## src/rtl/scc_dbg_pkg.sv

```systemverilog
// Shared definitions for the SCC run/dump sequencer: FSM encodings, status codes, dump defaults.
package scc_dbg_pkg;

    localparam logic [2:0] IDLE      = 3'd0;
    localparam logic [2:0] RST       = 3'd1;
    localparam logic [2:0] RUN       = 3'd2;
    localparam logic [2:0] DUMP_RD   = 3'd3;
    localparam logic [2:0] DUMP_WAIT = 3'd4;
    localparam logic [2:0] DUMP_OUT  = 3'd5;
    localparam logic [2:0] DONE      = 3'd6;

    localparam logic [1:0] ST_RUN  = 2'b00;
    localparam logic [1:0] ST_HALT = 2'b01;
    localparam logic [1:0] ST_TMO  = 2'b10;
    localparam logic [1:0] ST_ERR  = 2'b11;

    localparam logic [31:0] DUMP_BASE_DEF = 32'h0000_0400;

endpackage

```

## src/rtl/scc_dump_seq.sv

```systemverilog
// Memory-window dump sequencer: reads DUMP_WORDS words through the debug port and
// streams them out as address/data beats over valid/ready.
module scc_dump_seq
    import scc_dbg_pkg::*;
#(
    parameter int unsigned       ADDR_W     = 32,
    parameter int unsigned       DATA_W     = 32,
    parameter logic [ADDR_W-1:0] DUMP_BASE  = ADDR_W'(DUMP_BASE_DEF),
    parameter int unsigned       DUMP_WORDS = 16
) (
    input  logic              clk,
    input  logic              rst_n,
    input  logic              dump_start,
    output logic              dump_finish,
    output logic              mem_rd_en,
    output logic [ADDR_W-1:0] mem_addr,
    input  logic [DATA_W-1:0] mem_rd_data,
    output logic              dump_valid,
    input  logic              dump_ready,
    output logic [ADDR_W-1:0] dump_addr,
    output logic [DATA_W-1:0] dump_data,
    output logic              dump_last
);

    localparam int unsigned      IDX_W    = (DUMP_WORDS > 1) ? $clog2(DUMP_WORDS) : 1;
    localparam logic [IDX_W-1:0] LAST_IDX = IDX_W'(DUMP_WORDS - 1);

    logic [2:0]        state_q, state_d;
    logic [IDX_W-1:0]  idx_q, idx_d;
    logic [ADDR_W-1:0] rd_addr, addr_q;
    logic [DATA_W-1:0] data_q;
    logic              last_q;

    // Wraps modulo 2^ADDR_W by construction.
    assign rd_addr = DUMP_BASE + (ADDR_W'(idx_q) << 2);

    always_comb begin
        state_d     = state_q;
        idx_d       = idx_q;
        dump_finish = 1'b0;
        case (state_q)
            IDLE: begin
                if (dump_start) begin
                    state_d = DUMP_RD;
                    idx_d   = '0;
                end
            end
            DUMP_RD:   state_d = DUMP_WAIT;
            DUMP_WAIT: state_d = DUMP_OUT;
            DUMP_OUT: begin
                if (dump_ready) begin
                    if (idx_q == LAST_IDX) begin
                        state_d     = IDLE;
                        idx_d       = '0;
                        dump_finish = 1'b1;
                    end else begin
                        state_d = DUMP_RD;
                        idx_d   = idx_q + 1'b1;
                    end
                end
            end
            default: state_d = IDLE;
        endcase
    end

    always_ff @(posedge clk or negedge rst_n) begin
        if (!rst_n) begin
            state_q <= IDLE;
            idx_q   <= '0;
            addr_q  <= '0;
            data_q  <= '0;
            last_q  <= 1'b0;
        end else begin
            state_q <= state_d;
            idx_q   <= idx_d;
            // Read data is valid in the cycle after the strobe.
            if (state_q == DUMP_WAIT) begin
                addr_q <= rd_addr;
                data_q <= mem_rd_data;
                last_q <= (idx_q == LAST_IDX);
            end
        end
    end

    assign mem_rd_en  = (state_q == DUMP_RD);
    assign mem_addr   = mem_rd_en ? rd_addr : '0;
    assign dump_valid = (state_q == DUMP_OUT);
    assign dump_addr  = addr_q;
    assign dump_data  = data_q;
    assign dump_last  = dump_valid & last_q;

endmodule

```

## src/rtl/scc_run_ctrl.sv

```systemverilog
// Run/dump sequencer around the SCC core: reset hold, cycle-counted run with
// halt/error/timeout exit, then a data-memory window dump.
module scc_run_ctrl
    import scc_dbg_pkg::*;
#(
    parameter int unsigned       ADDR_W     = 32,
    parameter int unsigned       DATA_W     = 32,
    parameter int unsigned       CNT_W      = 32,
    parameter int unsigned       RST_CYCLES = 3,
    parameter int unsigned       MAX_CYCLES = 100000,
    parameter logic [ADDR_W-1:0] DUMP_BASE  = ADDR_W'(DUMP_BASE_DEF),
    parameter int unsigned       DUMP_WORDS = 16
) (
    input  logic              clk,
    input  logic              rst_n,
    input  logic              start,
    output logic              core_rst,
    output logic              core_clk_en,
    input  logic              halt_f,
    input  logic [1:0]        err_bits,
    output logic              mem_rd_en,
    output logic [ADDR_W-1:0] mem_addr,
    input  logic [DATA_W-1:0] mem_rd_data,
    output logic              dump_valid,
    input  logic              dump_ready,
    output logic [ADDR_W-1:0] dump_addr,
    output logic [DATA_W-1:0] dump_data,
    output logic              dump_last,
    output logic [CNT_W-1:0]  cycle_count,
    output logic [1:0]        status,
    output logic              done
);

    localparam logic [CNT_W-1:0] TMO_CNT = CNT_W'(MAX_CYCLES - 1);

    logic [2:0]       state_q, state_d;
    logic [31:0]      rst_cnt_q, rst_cnt_d;
    logic [CNT_W-1:0] cnt_q, cnt_d;
    logic [1:0]       status_q, status_d;
    logic             run_exit;
    logic [1:0]       exit_status;
    logic             dump_start;
    logic             dump_finish;

    // Error outranks halt, halt outranks timeout.
    always_comb begin
        run_exit    = 1'b1;
        exit_status = ST_RUN;
        if (err_bits != 2'b00) begin
            exit_status = ST_ERR;
        end else if (halt_f) begin
            exit_status = ST_HALT;
        end else if (cnt_q == TMO_CNT) begin
            exit_status = ST_TMO;
        end else begin
            run_exit = 1'b0;
        end
    end

    always_comb begin
        state_d   = state_q;
        rst_cnt_d = rst_cnt_q;
        cnt_d     = cnt_q;
        status_d  = status_q;
        case (state_q)
            IDLE, DONE: begin
                if (start) begin
                    state_d   = RST;
                    rst_cnt_d = 32'(RST_CYCLES - 1);
                    cnt_d     = '0;
                    status_d  = ST_RUN;
                end
            end
            RST: begin
                if (rst_cnt_q == '0) begin
                    state_d = RUN;
                end else begin
                    rst_cnt_d = rst_cnt_q - 1'b1;
                end
            end
            RUN: begin
                if (cnt_q != '1) begin
                    cnt_d = cnt_q + 1'b1;
                end
                if (run_exit) begin
                    state_d  = DUMP_RD;
                    status_d = exit_status;
                end
            end
            // DUMP_RD stands for the whole dump phase owned by scc_dump_seq.
            DUMP_RD: begin
                if (dump_finish) begin
                    state_d = DONE;
                end
            end
            default: state_d = IDLE;
        endcase
    end

    always_ff @(posedge clk or negedge rst_n) begin
        if (!rst_n) begin
            state_q   <= IDLE;
            rst_cnt_q <= '0;
            cnt_q     <= '0;
            status_q  <= ST_RUN;
        end else begin
            state_q   <= state_d;
            rst_cnt_q <= rst_cnt_d;
            cnt_q     <= cnt_d;
            status_q  <= status_d;
        end
    end

    assign dump_start  = (state_q == RUN) && run_exit;
    assign core_rst    = (state_q == IDLE) || (state_q == RST);
    assign core_clk_en = (state_q == RUN);
    assign cycle_count = cnt_q;
    assign status      = status_q;
    assign done        = (state_q == DONE);

    scc_dump_seq #(
        .ADDR_W     (ADDR_W),
        .DATA_W     (DATA_W),
        .DUMP_BASE  (DUMP_BASE),
        .DUMP_WORDS (DUMP_WORDS)
    ) u_dump_seq (
        .clk         (clk),
        .rst_n       (rst_n),
        .dump_start  (dump_start),
        .dump_finish (dump_finish),
        .mem_rd_en   (mem_rd_en),
        .mem_addr    (mem_addr),
        .mem_rd_data (mem_rd_data),
        .dump_valid  (dump_valid),
        .dump_ready  (dump_ready),
        .dump_addr   (dump_addr),
        .dump_data   (dump_data),
        .dump_last   (dump_last)
    );

endmodule

```

## config.mk

```make
export PLATFORM = sky130hd
export DESIGN_NAME = scc_run_ctrl
export DESIGN_NICKNAME = d
export VERILOG_FILES = /design/src/rtl/scc_dbg_pkg.sv /design/src/rtl/scc_dump_seq.sv /design/src/rtl/scc_run_ctrl.sv
export SDC_FILE = /design/constraint.sdc
export NUM_CORES = 1
export LEC_CHECK = 0
export BUFFER_PORTS_ARGS = -buffer_cell sky130_fd_sc_hd__buf_2
export CORE_ASPECT_RATIO = 0.6
export CORE_UTILIZATION = 48
export CTS_CLUSTER_SIZE = 24
export DETAILED_ROUTE_END_ITERATION = 16
export HOLD_SLACK_MARGIN = 0.02
export PLACE_DENSITY_LB_ADDON = 0.2
export SLEW_MARGIN = 10
export SYNTH_ARGS = -nofsm -noshare
export SYNTH_HDL_FRONTEND = slang
export SYNTH_HIERARCHICAL = 1
export SYNTH_SLANG_ARGS = --single-unit
```

## constraint.sdc

```tcl
create_clock -name clk -period 2.2 [get_ports clk]
set_input_delay 0.44 -clock clk [delete_from_list [all_inputs] [get_ports clk]]
set_output_delay 0.44 -clock clk [all_outputs]
set_load 0.02 [all_outputs]
```

==> metrics <==
status finished with violations; failing checks setup timing; initial core utilization 49.60%; Fin Setup TNS -0.01053 ns; Routed Antenna Nets 0; register area share after synthesis 44.33%; Final GP Congestion 0.9116; Max Clock Skew 0.01362 ns; layout cells sized above 1 38.59%; Slew Limit Fails 0; Synth area leader dfrtp_1; Max VDD drop 0.6988 mV; die area 0.01389 mm^2; r2r worst-path depth 7; CTS max path bufs 2; Min-Delay Path Class in -> reg; global-route wire length before repair 27890 um; Hold Crit Depth 2; Syn Inst Count 653; Synth cell types 63; most common cell after layout, fill and taps aside buf_2; crit path max fanout 6; Fillers 1026; PortBufs 120; I/O Pins 175; worst hold endpoint u_dump_seq/dump_data[9]; Die Ht 91.69 um; Placed Area 0.007495 mm^2; vias per cell 5.788; final WL 18340 um; endpoints failing hold 0; drt drc 0; wire per inst 17.75 um; reg-to-reg startpoint rst_cnt_q[7]; largest net degree at the start of global routing 40; cells along the critical path or4_4, nor4_4, buf_4, and4_4, buf_12, o21ai_0, a21oi_2; dpl hpwl 12390 um; HP Start mem_rd_data[9]; YS warnings 6; Root Driver clkbuf_16; final period utilization 100.5%; Max Cap Violations 0; hold slack final 0.2303 ns; CP Class reg -> reg; Synth top area share 44.33%; max_slew headroom 65.13%; RSZ-0062 raised after global routing true; r2r setup slk -0.01 ns; H-tree level count 4; # rows 32; Final Setup Violations 1; Worst EP required 2.55 ns; FMAX 452.4 MHz; Worst-Skew Late Latency 0.42 ns; Synth Flop Type dfrtp_1; final setup margin -0.01053 ns; CTS Buf Count 17; Worst Setup Start Kind register; CP endpoint kind register; Yosys reg bits 114; Mapped Area 0.006435 mm^2; via count 5979; Synth area leaders dfrtp_1 44%, buf_4 6.9%, or3_1 3.6%; asr flop ratio synth 100.0%; core area 0.01297 mm^2; worst setup path start rst_cnt_q[7]; post-route cell area 0.008481 mm^2; Slowest-stage cell, CP or4_4; Layout Nets 892; Power Dens Cells 829.3 mW/mm^2; worst reg2reg path endpoint rst_cnt_q[6]; Leak Pwr 4.064 nW; gr ovfl total 0; vias in the first global route 5308; gr usage total 26.01%; CP peak stage delay 0.60 ns; TritonCTS clock tree done; min Tclk post-route 2.211 ns; CTS sink cnt 114; Worst-Margin Slew 0.5182 ns; Layout area overhead 31.79%; syn avg cell area 9.854 um^2; initial antenna violation count 0; EDFF count, synth 0; First-pass DRT Iterations 5; Critical Path AT 2.56 ns; Clk pin slew, worst setup/hold paths 0.07 ns; initial drt markers 483; die width 151.5 um; most frequent cells in the layout 118 x buf_2, 105 x dfrtp_1, 81 x buf_4; Ant. Diodes 0
-- worst max path at each step --
| stage | cells past startpoint | end | slack [ns] |
|---|---|---|---|
| 2_1_floorplan | 6 | cycle_count[31] | 0.003 |
| 3_3_place_gp | 7 | u_dump_seq/idx_q[3] | 0.02 |
| 3_5_place_dp | 5 | rst_cnt_q[30] | -0.09 |
| 4_1_cts | 5 | core_clk_en | -0.04 |
| 5_1_grt | 9 | rst_cnt_q[6] | -0.09 |
| 6_report | 7 | rst_cnt_q[6] | -0.01 |
-- cells in the mapped netlist, types with 3 or more instances --
cell,number
a21oi_1,43
nor4_1,12
o21ai_0,39
or4_1,20
nand2_1,41
clkbuf_1,11
mux2_2,18
dfrtp_1,114
o22ai_1,3
and2_1,5
ha_1,3
o211ai_1,10
and4_1,9
nor2_1,19
or3_1,37
o31ai_1,19
and3_1,10
buf_6,5
a21o_1,4
or2_2,10
nand2b_1,6
buf_4,59
mux2i_1,8
nand3_1,22
inv_1,8
nand4_1,21
buf_2,10
a31oi_1,3
nor3_1,19
mux2_1,18
nand4b_1,6
-- worst max-delay path, delay by kind of cell (launching register included) --
family                 cells  cell delay, ns
AOI/OAI and AO/OA          2            0.27
and+or+nand+nor            3            1.13
buffers and inverters      2            0.33
DFF                        1            0.39
-- power by group --
group	internal [W]	leakage [nW]	switching (W)
logic	0.000616	2.29	0.000966
clock network	0.00161	0.282	0.00117
registers	0.00246	1.49	0.000221
total	0.00468	4.06	0.00235
-- final cells by class --
class                      count  area (um^2)  area share [%]
tap                          170        212.7           2.508
sequential                   114         2864           33.77
clock buffer                  17        425.4           5.016
multi-input combinational    496         3349           39.50
inverter                       9        38.79          0.4574
clock inverter                15        157.7           1.859
timing repair buffer         212         1433           16.89
-- registers in the layout, summed over array words and instances (netlist names) --
| name | cells |
|---|---|
| u_dump_seq/last_q | 1 |
| status | 2 |
| u_dump_seq/state_q | 3 |
| u_dump_seq/idx_q | 4 |
| rst_cnt_q | 32 |
| state_q | 3 |
| cycle_count | 32 |
| u_dump_seq/dump_data | 32 |
| u_dump_seq/dump_addr | 5 |
-- routing by layer --
layer / vias to the layer above / track usage, % / routed length [um]
li1: 2727 / - / -
met1: 2917 / 39.82 / 8470
met2: 319 / 35.84 / 8027
met3: 16 / 7.811 / 1727
met4: 0 / 5.083 / 111
met5: - / 0 / 0
-- metrics by stage --
stage	utilization (%)	cells	total power [W]	setup slack, ns
2_1_floorplan	-	706	0.003758	0.003441
3_3_place_gp	57.77	983	0.004228	0.01715
3_5_place_dp	57.77	983	0.004278	-0.08869
4_1_cts	62.78	1020	0.007064	-0.03537
5_1_grt	65.37	1033	0.007323	-0.08579
6_report	65.37	1033	0.007033	-0.01053
-- cell families after synthesis --
kind of cell | after synthesis | share of synthesized area [%]
XOR/XNOR | 2 | 0.2723
flip-flops | 114 | 44.33
AND/OR/NAND/NOR | 259 | 24.44
multiplexers | 44 | 7.544
AO/OA/AOI/OAI | 134 | 12.76
adder cells (fa/ha/maj) | 3 | 0.5834
buffers and inverters | 96 | 10.01
other | 1 | 0.05828
-- repair_timing --
action	CTS	global route
gates cloned	0	3
hold buffers	1	0
hold endpoints to repair	27	0
setup buffers	4	11
setup endpoints to repair	11	48
pin swaps	2	19
resized for setup	6	61
Note: power is estimated with default switching activity, not from simulation.
